===== src/rtl/imem_loader_pkg.sv =====
// Shared types and constants for the serial instruction-memory loader.
// The CHK state is only reachable when IMEM_LOADER_CHECKSUM_EN is defined.
package imem_loader_pkg;

    typedef enum logic [2:0] {
        IDLE,
        HDR,
        DATA,
        WR,
        CHK,
        FIN
    } state_t;

    localparam int WORD_BYTES = 4;
    localparam int HDR_W      = 8;

endpackage


===== src/rtl/imem_loader_if.sv =====
// Instruction-memory write port driven by the loader.
// The loader side is the master; the memory side is the slave.
interface imem_loader_if #(
    parameter int ADDR_W = 6
);
    logic              imem_we;
    logic [ADDR_W-1:0] imem_addr;
    logic [31:0]       imem_wdata;

    modport master (
        output imem_we,
        output imem_addr,
        output imem_wdata
    );

    modport slave (
        input imem_we,
        input imem_addr,
        input imem_wdata
    );
endinterface


===== src/rtl/imem_loader_sync_edge.sv =====
// Two-flop synchronizer followed by a rising-edge detector.
// The edge pulse is high for exactly one clk cycle.
module sync_edge (
    input  logic clk,
    input  logic reset,
    input  logic pin,
    output logic evt
);
    // sh[0], sh[1] synchronize; sh[2] holds the previous synchronized level
    logic [2:0] sh;

    always_ff @(posedge clk or posedge reset) begin
        if (reset) begin
            sh <= '0;
        end else begin
            sh <= {sh[1:0], pin};
        end
    end

    assign evt = sh[1] & ~sh[2];
endmodule


===== src/rtl/imem_loader.sv =====
// Length-prefixed byte stream to little-endian instruction words.
// Define IMEM_LOADER_CHECKSUM_EN to expect a trailing XOR checksum byte.
module imem_loader
    import imem_loader_pkg::*;
#(
    parameter int ADDR_W = 6
) (
    input  logic             clk,
    input  logic             reset,
    input  logic             load_start,
    input  logic             byte_strobe,
    input  logic [HDR_W-1:0] byte_in,
    imem_loader_if.master    mem,
    output logic             cpu_hold,
    output logic             cpu_restart,
    output logic             done,
    output logic             err
);
    localparam int DEPTH = 2**ADDR_W;
    localparam int IDX_W = ADDR_W + 1;

    logic             start_evt;
    logic             byte_evt;
    state_t           state;
    logic [IDX_W-1:0] word_idx;
    logic [IDX_W-1:0] n_words;
    logic [1:0]       byte_cnt;
    logic [23:0]      asm_q;

    sync_edge u_start (
        .clk   (clk),
        .reset (reset),
        .pin   (load_start),
        .evt   (start_evt)
    );

    sync_edge u_byte (
        .clk   (clk),
        .reset (reset),
        .pin   (byte_strobe),
        .evt   (byte_evt)
    );

    function automatic logic [IDX_W-1:0] clamp_len(
        input logic [HDR_W-1:0] b
    );
        int v;
        v = int'(b);
        if (v > DEPTH) v = DEPTH;
        return IDX_W'(v);
    endfunction

`ifdef IMEM_LOADER_CHECKSUM_EN
    logic [7:0] xsum;
`endif

    always_ff @(posedge clk or posedge reset) begin
        if (reset) begin
            state          <= IDLE;
            word_idx       <= '0;
            n_words        <= '0;
            byte_cnt       <= '0;
            asm_q          <= '0;
            mem.imem_we    <= 1'b0;
            mem.imem_addr  <= '0;
            mem.imem_wdata <= '0;
            cpu_hold       <= 1'b0;
            cpu_restart    <= 1'b0;
            done           <= 1'b0;
`ifdef IMEM_LOADER_CHECKSUM_EN
            xsum           <= '0;
            err            <= 1'b0;
`endif
        end else begin
            mem.imem_we <= 1'b0;
            cpu_restart <= 1'b0;
            unique case (state)
                IDLE: begin
                    if (start_evt) begin
                        state    <= HDR;
                        word_idx <= '0;
                        byte_cnt <= '0;
                        asm_q    <= '0;
                        done     <= 1'b0;
                        cpu_hold <= 1'b1;
`ifdef IMEM_LOADER_CHECKSUM_EN
                        xsum     <= '0;
                        err      <= 1'b0;
`endif
                    end
                end
                HDR: begin
                    if (byte_evt) begin
                        n_words <= clamp_len(byte_in);
                        if (byte_in == '0) begin
                            state       <= FIN;
                            cpu_hold    <= 1'b0;
                            cpu_restart <= 1'b1;
                            done        <= 1'b1;
                        end else begin
                            state <= DATA;
                        end
                    end
                end
                DATA: begin
                    if (byte_evt) begin
                        asm_q    <= {byte_in, asm_q[23:8]};
                        byte_cnt <= byte_cnt + 2'd1;
`ifdef IMEM_LOADER_CHECKSUM_EN
                        xsum     <= xsum ^ byte_in;
`endif
                        if (byte_cnt == 2'(WORD_BYTES - 1)) begin
                            mem.imem_we    <= 1'b1;
                            mem.imem_addr  <= word_idx[ADDR_W-1:0];
                            mem.imem_wdata <= {byte_in, asm_q};
                            state          <= WR;
                        end
                    end
                end
                WR: begin
                    word_idx <= word_idx + IDX_W'(1);
                    if (word_idx == n_words - IDX_W'(1)) begin
`ifdef IMEM_LOADER_CHECKSUM_EN
                        state       <= CHK;
`else
                        state       <= FIN;
                        cpu_hold    <= 1'b0;
                        cpu_restart <= 1'b1;
                        done        <= 1'b1;
`endif
                    end else begin
                        state <= DATA;
                    end
                end
`ifdef IMEM_LOADER_CHECKSUM_EN
                CHK: begin
                    if (byte_evt) begin
                        err         <= (byte_in != xsum);
                        state       <= FIN;
                        cpu_hold    <= 1'b0;
                        cpu_restart <= 1'b1;
                        done        <= 1'b1;
                    end
                end
`endif
                FIN: begin
                    state <= IDLE;
                end
                default: begin
                    state <= IDLE;
                end
            endcase
        end
    end

`ifndef IMEM_LOADER_CHECKSUM_EN
    assign err = 1'b0;
`endif
endmodule

===== src/flat_wrapper.sv =====
// flat-port wrapper written by rule: the top's interface ports become plain ports
module imem_loader_flat import imem_loader_pkg::*;
#(
    parameter int ADDR_W = 6
)
  (clk, reset, load_start, byte_strobe, byte_in, cpu_hold, cpu_restart, done, err, mem_imem_we, mem_imem_addr, mem_imem_wdata);
  imem_loader_if #(.ADDR_W(ADDR_W)) mem_i ();
  input  logic clk;
  input  logic reset;
  input  logic load_start;
  input  logic byte_strobe;
  input  logic [HDR_W-1:0] byte_in;
  output logic cpu_hold;
  output logic cpu_restart;
  output logic done;
  output logic err;
  output wire logic [$bits(mem_i.imem_we)-1:0] mem_imem_we;
  output wire logic [$bits(mem_i.imem_addr)-1:0] mem_imem_addr;
  output wire logic [$bits(mem_i.imem_wdata)-1:0] mem_imem_wdata;
  assign mem_imem_we = mem_i.imem_we;
  assign mem_imem_addr = mem_i.imem_addr;
  assign mem_imem_wdata = mem_i.imem_wdata;
  imem_loader #(.ADDR_W(ADDR_W)) u_core (.clk(clk), .reset(reset), .load_start(load_start), .byte_strobe(byte_strobe), .byte_in(byte_in), .mem(mem_i), .cpu_hold(cpu_hold), .cpu_restart(cpu_restart), .done(done), .err(err));
endmodule

===== config.mk =====
export PLATFORM = sky130hd
export DESIGN_NAME = imem_loader_flat
export DESIGN_NICKNAME = d
export VERILOG_FILES = /design/src/rtl/imem_loader_pkg.sv /design/src/rtl/imem_loader_if.sv /design/src/rtl/imem_loader_sync_edge.sv /design/src/rtl/imem_loader.sv /design/src/flat_wrapper.sv
export SDC_FILE = /design/constraint.sdc
export NUM_CORES = 1
export LEC_CHECK = 0
export ABC_AREA = 1
export BUFFER_PORTS_ARGS = -buffer_cell sky130_fd_sc_hd__buf_2
export CAP_MARGIN = 0
export CORE_ASPECT_RATIO = 2
export CORE_UTILIZATION = 35
export DETAILED_ROUTE_END_ITERATION = 8
export SYNTH_ARGS = -nofsm -noshare
export SYNTH_HDL_FRONTEND = slang
export SYNTH_SLANG_ARGS = --single-unit
export TNS_END_PERCENT = 50

===== constraint.sdc =====
create_clock -name clk -period 3.2 [get_ports clk]
set_input_delay 0.32 -clock clk [delete_from_list [all_inputs] [get_ports clk]]
set_output_delay 0.32 -clock clk [all_outputs]
set_load 0.1 [all_outputs]

==> results_dict.tcl, run 1 <==
set metrics [dict create \
    layout_min_cycle_time_ns 2.04 \
    synth_compound_area_share_pct 11.8 \
    path_clk_slew_ns 0.06 \
    ant_nets 0 \
    ctsResizeCount 0 \
    max_freq_mhz 491 \
    post-cts-setup-buffers 0 \
    grt_pass1_wl_um 14300 \
    drc 0 \
    grt_pass1_vias 2959 \
    ir_drop_uv 420 \
    tightest_slew_ns 0.891 \
    setup_violations 0 \
    synthMuxAreaShare_pct 0 \
    clock_latency_ns 0.34 \
    htreeDepth 3 \
    dr.pass1.iters 4 \
    status "finished, final reports clean" \
    cts_buffers 9 \
    overflow 0 \
    die_area_um2 11500 \
    min_path_type "in -> reg" \
    grt_max_degree 60 \
    gp_congestion 0.783 \
    track_usage_pct 16.3 \
    hold_viol_final 0 \
    critPathRequiredTime_ns 3.43 \
    leakage_nw 2.29 \
    ys_warn_count 0 \
    core_area_um2 10800 \
    period_share_pct 63.6 \
    die_height_um 151 \
    synth_xor_area_share_pct 0.226 \
    drt_iter0_drc 180 \
    cts_root_buf "clkbuf_16" \
    crit_fanout 52 \
    synth_seq_area_share_pct 58.7 \
    wirelength_um 8700 \
    vias 2963 \
    setup_slack_ns 1.16 \
    syn_inst 433 \
    antenna_cells 0 \
    drv_cap 0 \
    routed_via_density 4.71 \
    start_kind "flop" \
    syn_area_per_cell_um2 8.95 \
    synth_nets 448 \
    crit_type "reg -> reg" \
    final_cell_mix "nand2_1 (97), dfrtp_1 (91), inv_1 (60), buf_2 (53), o21ai_0 (41)" \
    nNetsFinal 499 \
    end_kind "flop" \
    cts_tree "built" \
    port_buffers 53 \
    yosys_register_bits 91 \
    synth_top_family_by_area "simple AND/OR/NAND/NOR gates" \
    synthSimpleGateAreaFrac_pct 19.1 \
    syn2layout_area_growth_pct 17.4 \
    rows 54 \
    synthAdderAreaFrac_pct 0.968 \
    final_common_cell "nand2_1" \
    wire_per_inst_um 13.8 \
    report.final.slew_viol_count 0 \
    place_hpwl_um 6540 \
    start_util_pct 35.9 \
    fp.dieW_um 76.4 \
    clock_skew_ns 0.00555 \
    cts.sinks 91 \
    relSlewSlack_pct 40.6 \
    dp_slack_ns 1.21 \
    drive_gt1_share_pct 17.0 \
    ctsHoldBuffers 0 \
    cts_buffer_depth 2 \
    final.setup.tns_ns 0 \
    power_density_nw_per_um2 981 \
    syn_area_um2 3880 \
    ys_types 28 \
    ios 55 \
    antenna_found_initial 0 \
    rsz0062_at_grt "false" \
    cp_data_arrival_time_ns 2.27 \
]
synth_stat cells, drive strengths merged:
cell type,n,area [um2]
o21ai,74,374
o21bai,1,7.51
inv,63,236
nor2,21,78.8
buf,13,95.1
nand3,40,200
dfrtp,91,2280
xnor2,1,8.76
nor3b,1,7.51
conb,1,3.75
nor4,1,6.26
clkbuf,5,18.8
o22ai,7,43.8
o32ai,1,8.76
nand2,97,364
ha,3,37.5
a21oi,2,10.0
nor3,4,52.6
or2,2,12.5
nand4,3,18.8
o21a,2,15.0
cells by family after synthesis:
family | after synthesis
other | 1
xor gates and xnor gates | 1
AOI/OAI and AO/OA | 87
adders and majority gates | 3
DFF | 91
and+or+nand+nor | 169
buffers and inverters | 81
registers in the layout, indices dropped and copies added, names as in the netlist, 2 cells and up:
signal                 count
u_core.byte_cnt            2
u_core.u_start.sh          3
u_core.mem.imem_wdata     32
u_core.n_words             7
u_core.u_byte.sh           3
u_core.word_idx            7
u_core.state               3
u_core.mem.imem_addr       6
u_core.asm_q              24
where the power goes:
group	internal, mW	leakage, nW	switching (mW)
Clock	0.626	0.145	0.438
Sequential	1.40	1.20	0.166
Combinational	0.411	0.944	1.43
final cells by class:
cell class / count / area (um2)
Fill cell: 1093 / 6260
Timing Repair Buffer: 58 / 303
Tap cell: 140 / 175
Sequential cell: 91 / 2280
Multi-Input combinational cell: 261 / 1260
Inverter: 63 / 238
Clock buffer: 10 / 239
Clock inverter: 6 / 63.8
worst paths after layout:
kind                                      from                   endpoint  slack [ns]  cells past startpoint
setup / recovery               u_core.state[2]         u_core.byte_cnt[0]        1.16                      8
max in group asynchronous                reset  u_core.mem.imem_wdata[23]        2.30                      3
hold / removal                     byte_strobe        u_core.u_byte.sh[0]        0.08                      1
min in group asynchronous                reset        u_core.u_byte.sh[1]        0.09                      2
hold reg to reg            u_core.u_byte.sh[0]        u_core.u_byte.sh[1]        0.35                      0
setup reg to reg               u_core.state[2]         u_core.byte_cnt[0]        1.16                      8
layer usage:
layer | wire (um) | global-route usage [%] | vias to the layer above | part of all wire (%)
met5 | 0 | 0 | - | 0
met4 | 225 | 8.17 | 0 | 2.6
li1 | - | - | 1488 | -
met2 | 4940 | 31.1 | 61 | 57
met3 | 270 | 2.77 | 14 | 3.1
met1 | 3260 | 16.9 | 1400 | 37
worst max-delay path: stages (launching register included):
cell and delay, ns:
dfrtp_1 0.55, or2_1 0.21, nor2_1 0.08, o21ai_2 0.10
o21ai_0 0.17, nor3_4 0.13, buf_4 0.39, o21ai_0 0.16
o21a_1 0.13
per-stage QoR:
stage / util, % / std cells / power [mW] / hold WS, ns / area, um2
2_1_floorplan: - / 433 / 3.05 / 0.331 / 3880
3_3_place_gp: 39.3 / 613 / 3.40 / 0.335 / 4250
3_5_place_dp: 39.3 / 613 / 3.43 / 0.336 / 4250
4_1_cts: 42.1 / 629 / 4.51 / 0.0741 / 4550
5_1_grt: 42.1 / 629 / 4.76 / 0.0780 / 4550
6_report: 42.1 / 629 / 4.47 / 0.0841 / 4550
Note: power is estimated with default switching activity, not from simulation.
==> run 2, diff against run 1 <==
==> constraint.sdc (replaced) <==
create_clock -name clk -period 1.8 [get_ports clk]
set_input_delay 0.18 -clock clk [delete_from_list [all_inputs] [get_ports clk]]
set_output_delay 0.18 -clock clk [all_outputs]
set_load 0.1 [all_outputs]
==> run 2 against run 1 <==
Net effect:
- wire length is 6.9% higher
- largest power group unchanged
- first-iteration DRC count is 1.7% lower
- highest routed layer unchanged
- clock-buffer cell count stayed put
- sequential power is 79% higher
- die area stayed put
==> results_dict.tcl, run 2 (synthesis results as in run 1) <==
set metrics [dict create \
    rr_worst_depth 8 \
    core_area_um2 10800 \
    grt_pass1_wl_um 14300 \
    path_clk_slew_ns 0.06 \
    crit_start "u_core.state[2]" \
    reg_top3 "u_core.mem.imem_wdata x32, u_core.asm_q x24" \
    syn2layout_area_growth_pct 23.7 \
    crit_end "u_core.byte_cnt[0]" \
    fin_area_um2 4790 \
    wire_per_inst_um 14.5 \
    cts_buffers 9 \
    start_util_pct 35.9 \
    vias 3086 \
    drive_gt1_share_pct 19.6 \
    place_hpwl_um 6470 \
    die_area_um2 11500 \
    antenna_cells 0 \
    crit_fanout 26 \
    rsz0062_at_grt "true" \
    ff_latch_area_um2 2280 \
    rrSetupSlack_ns 0.06 \
    fp.dieW_um 76.4 \
    ios 55 \
    grt.busiest_layer "met2" \
    cp.depth 8 \
    regMostFlops "u_core.mem.imem_wdata" \
    htreeDepth 3 \
    grt_use_met1_pct 17.6 \
    min_path_type "in -> reg" \
    cts_tree "built" \
    layout_min_cycle_time_ns 1.74 \
    dp_slack_ns 0.0215 \
    report.final.slew_viol_count 0 \
    track_usage_pct 16.5 \
    antenna_found_initial 0 \
    largest_reg_flops 32 \
    period_share_pct 96.7 \
    grt_pass1_vias 2962 \
    cpMostUsedCell "o21ai_2" \
    final_common_cell "nand2_1" \
    critPathBufInv 2 \
    relSlewSlack_pct 66.1 \
    setup_violations 0 \
    slowest_stage "dfrtp_2" \
    final_cell_mix "nand2_1 (97), dfrtp_1 (90), inv_1 (58), buf_2 (53), o21ai_0 (40)" \
    clock_skew_ns 0.00773 \
    end_kind "flop" \
    max_stage_delay_ns 0.43 \
    cp_cell_sequence "or2_1 > nor2_2 > o21ai_2 > o21ai_2 > nor3_4 > buf_4 > clkbuf_16 > o21a_1" \
    crit_type "reg -> reg" \
    nFillCells 1090 \
    tightest_slew_ns 0.512 \
    max_freq_mhz 575 \
    cts_buffer_depth 2 \
    routed_via_density 4.82 \
    cp_data_arrival_time_ns 1.97 \
    setup_slack_ns 0.0598 \
    grt_max_degree 92 \
    multiInputGateArea_um2 1280 \
    hold_viol_final 0 \
    power_density_nw_per_um2 1810 \
    cp_top_family "simple AND/OR/NAND/NOR gates" \
    cts.sinks 91 \
    placed_area_um2 4330 \
    drt_iter0_drc 177 \
    ir_drop_uv 665 \
    die_height_um 151 \
    place_inst 617 \
    nNetsFinal 511 \
    start_kind "flop" \
    met2_usage_pct 30.1 \
    rows 54 \
    critPathRequiredTime_ns 2.03 \
    dr.pass1.iters 4 \
    port_buffers 53 \
    r2r-start "u_core.state[2]" \
    wirelength_um 9300 \
    cts_root_buf "clkbuf_16" \
    fin_cells 640 \
    drc 0 \
    status "finished, final reports clean" \
    ant_nets 0 \
    r2r-end "u_core.byte_cnt[0]" \
    clock_latency_ns 0.34 \
    overflow 0 \
    grtUsageMet3_pct 3.01 \
    drv_cap 0 \
    leakage_nw 2.39 \
    gp_congestion 0.852 \
]
run 2: cell types whose count changed in the layout (fill, tap and decap cells not counted), sizes merged:
cell,before,now
buf,58,65
dlygate4sd3,0,3
bufinv,1,3
clkbuf,10,12
clkinv,3,1
inv,63,62
run 2: repair_timing:
item                                    CTS  global route
pin swaps                                 0             5
buffers inserted                          0             3
endpoints found under the setup margin    2             4
resized for setup                         1             8
gates cloned                              0             2
hold buffers                              3             0
endpoints found under the hold margin    21             0
run 2: layout make-up:
| class | count | area share (%) |
|---|---|---|
| inverters | 63 | 5.01 |
| flip-flops and latches | 91 | 47.5 |
| well taps | 140 | 3.65 |
| clock inverters | 5 | 2.14 |
| repair buffers | 70 | 10.1 |
| multi-input cells | 261 | 26.8 |
| clock buffers | 10 | 4.78 |
run 2: worst min path at each step:
stage	start	end	slack [ns]	depth (start not counted)
after global routing	byte_in[0]	u_core.n_words[0]	0.13	3
after global placement	byte_strobe	u_core.u_byte.sh[0]	0.29	1
final	byte_in[4]	u_core.asm_q[20]	0.13	3
after detailed placement	load_start	u_core.u_start.sh[0]	0.29	1
after floorplan	byte_strobe	u_core.u_byte.sh[0]	0.21	0
after CTS	byte_in[4]	u_core.asm_q[20]	0.12	3
run 2: per-layer routing:
metal	vias up	share of wire (%)
li1	1514	-
met1	1474	38
met2	70	55
met4	0	4.0
met5	-	0
met3	28	2.6
run 2: worst register-to-register path: stages, from the launching register on:
cell and delay (ns):
dfrtp_2 0.43, or2_1 0.28, nor2_2 0.14, o21ai_2 0.09, o21ai_2 0.09, nor3_4 0.07
buf_4 0.17, clkbuf_16 0.18, o21a_1 0.17
run 2: report_power, final:
part           total (mW)  switching, mW  internal [mW]
registers            2.80          0.314           2.48
clock network        2.11          0.762           1.35
logic                3.75           2.70           1.05
run 2: stage by stage:
step	utilization (%)	TNS, ns	hold WS, ns	power [mW]
4_1_cts	43.4	0	0.119	8.36
2_1_floorplan	-	0	0.211	5.42
3_5_place_dp	40.1	0	0.295	6.20
3_3_place_gp	40.1	0	0.293	6.13
5_1_grt	44.4	-0.0731	0.132	9.13
6_report	44.4	0	0.132	8.66
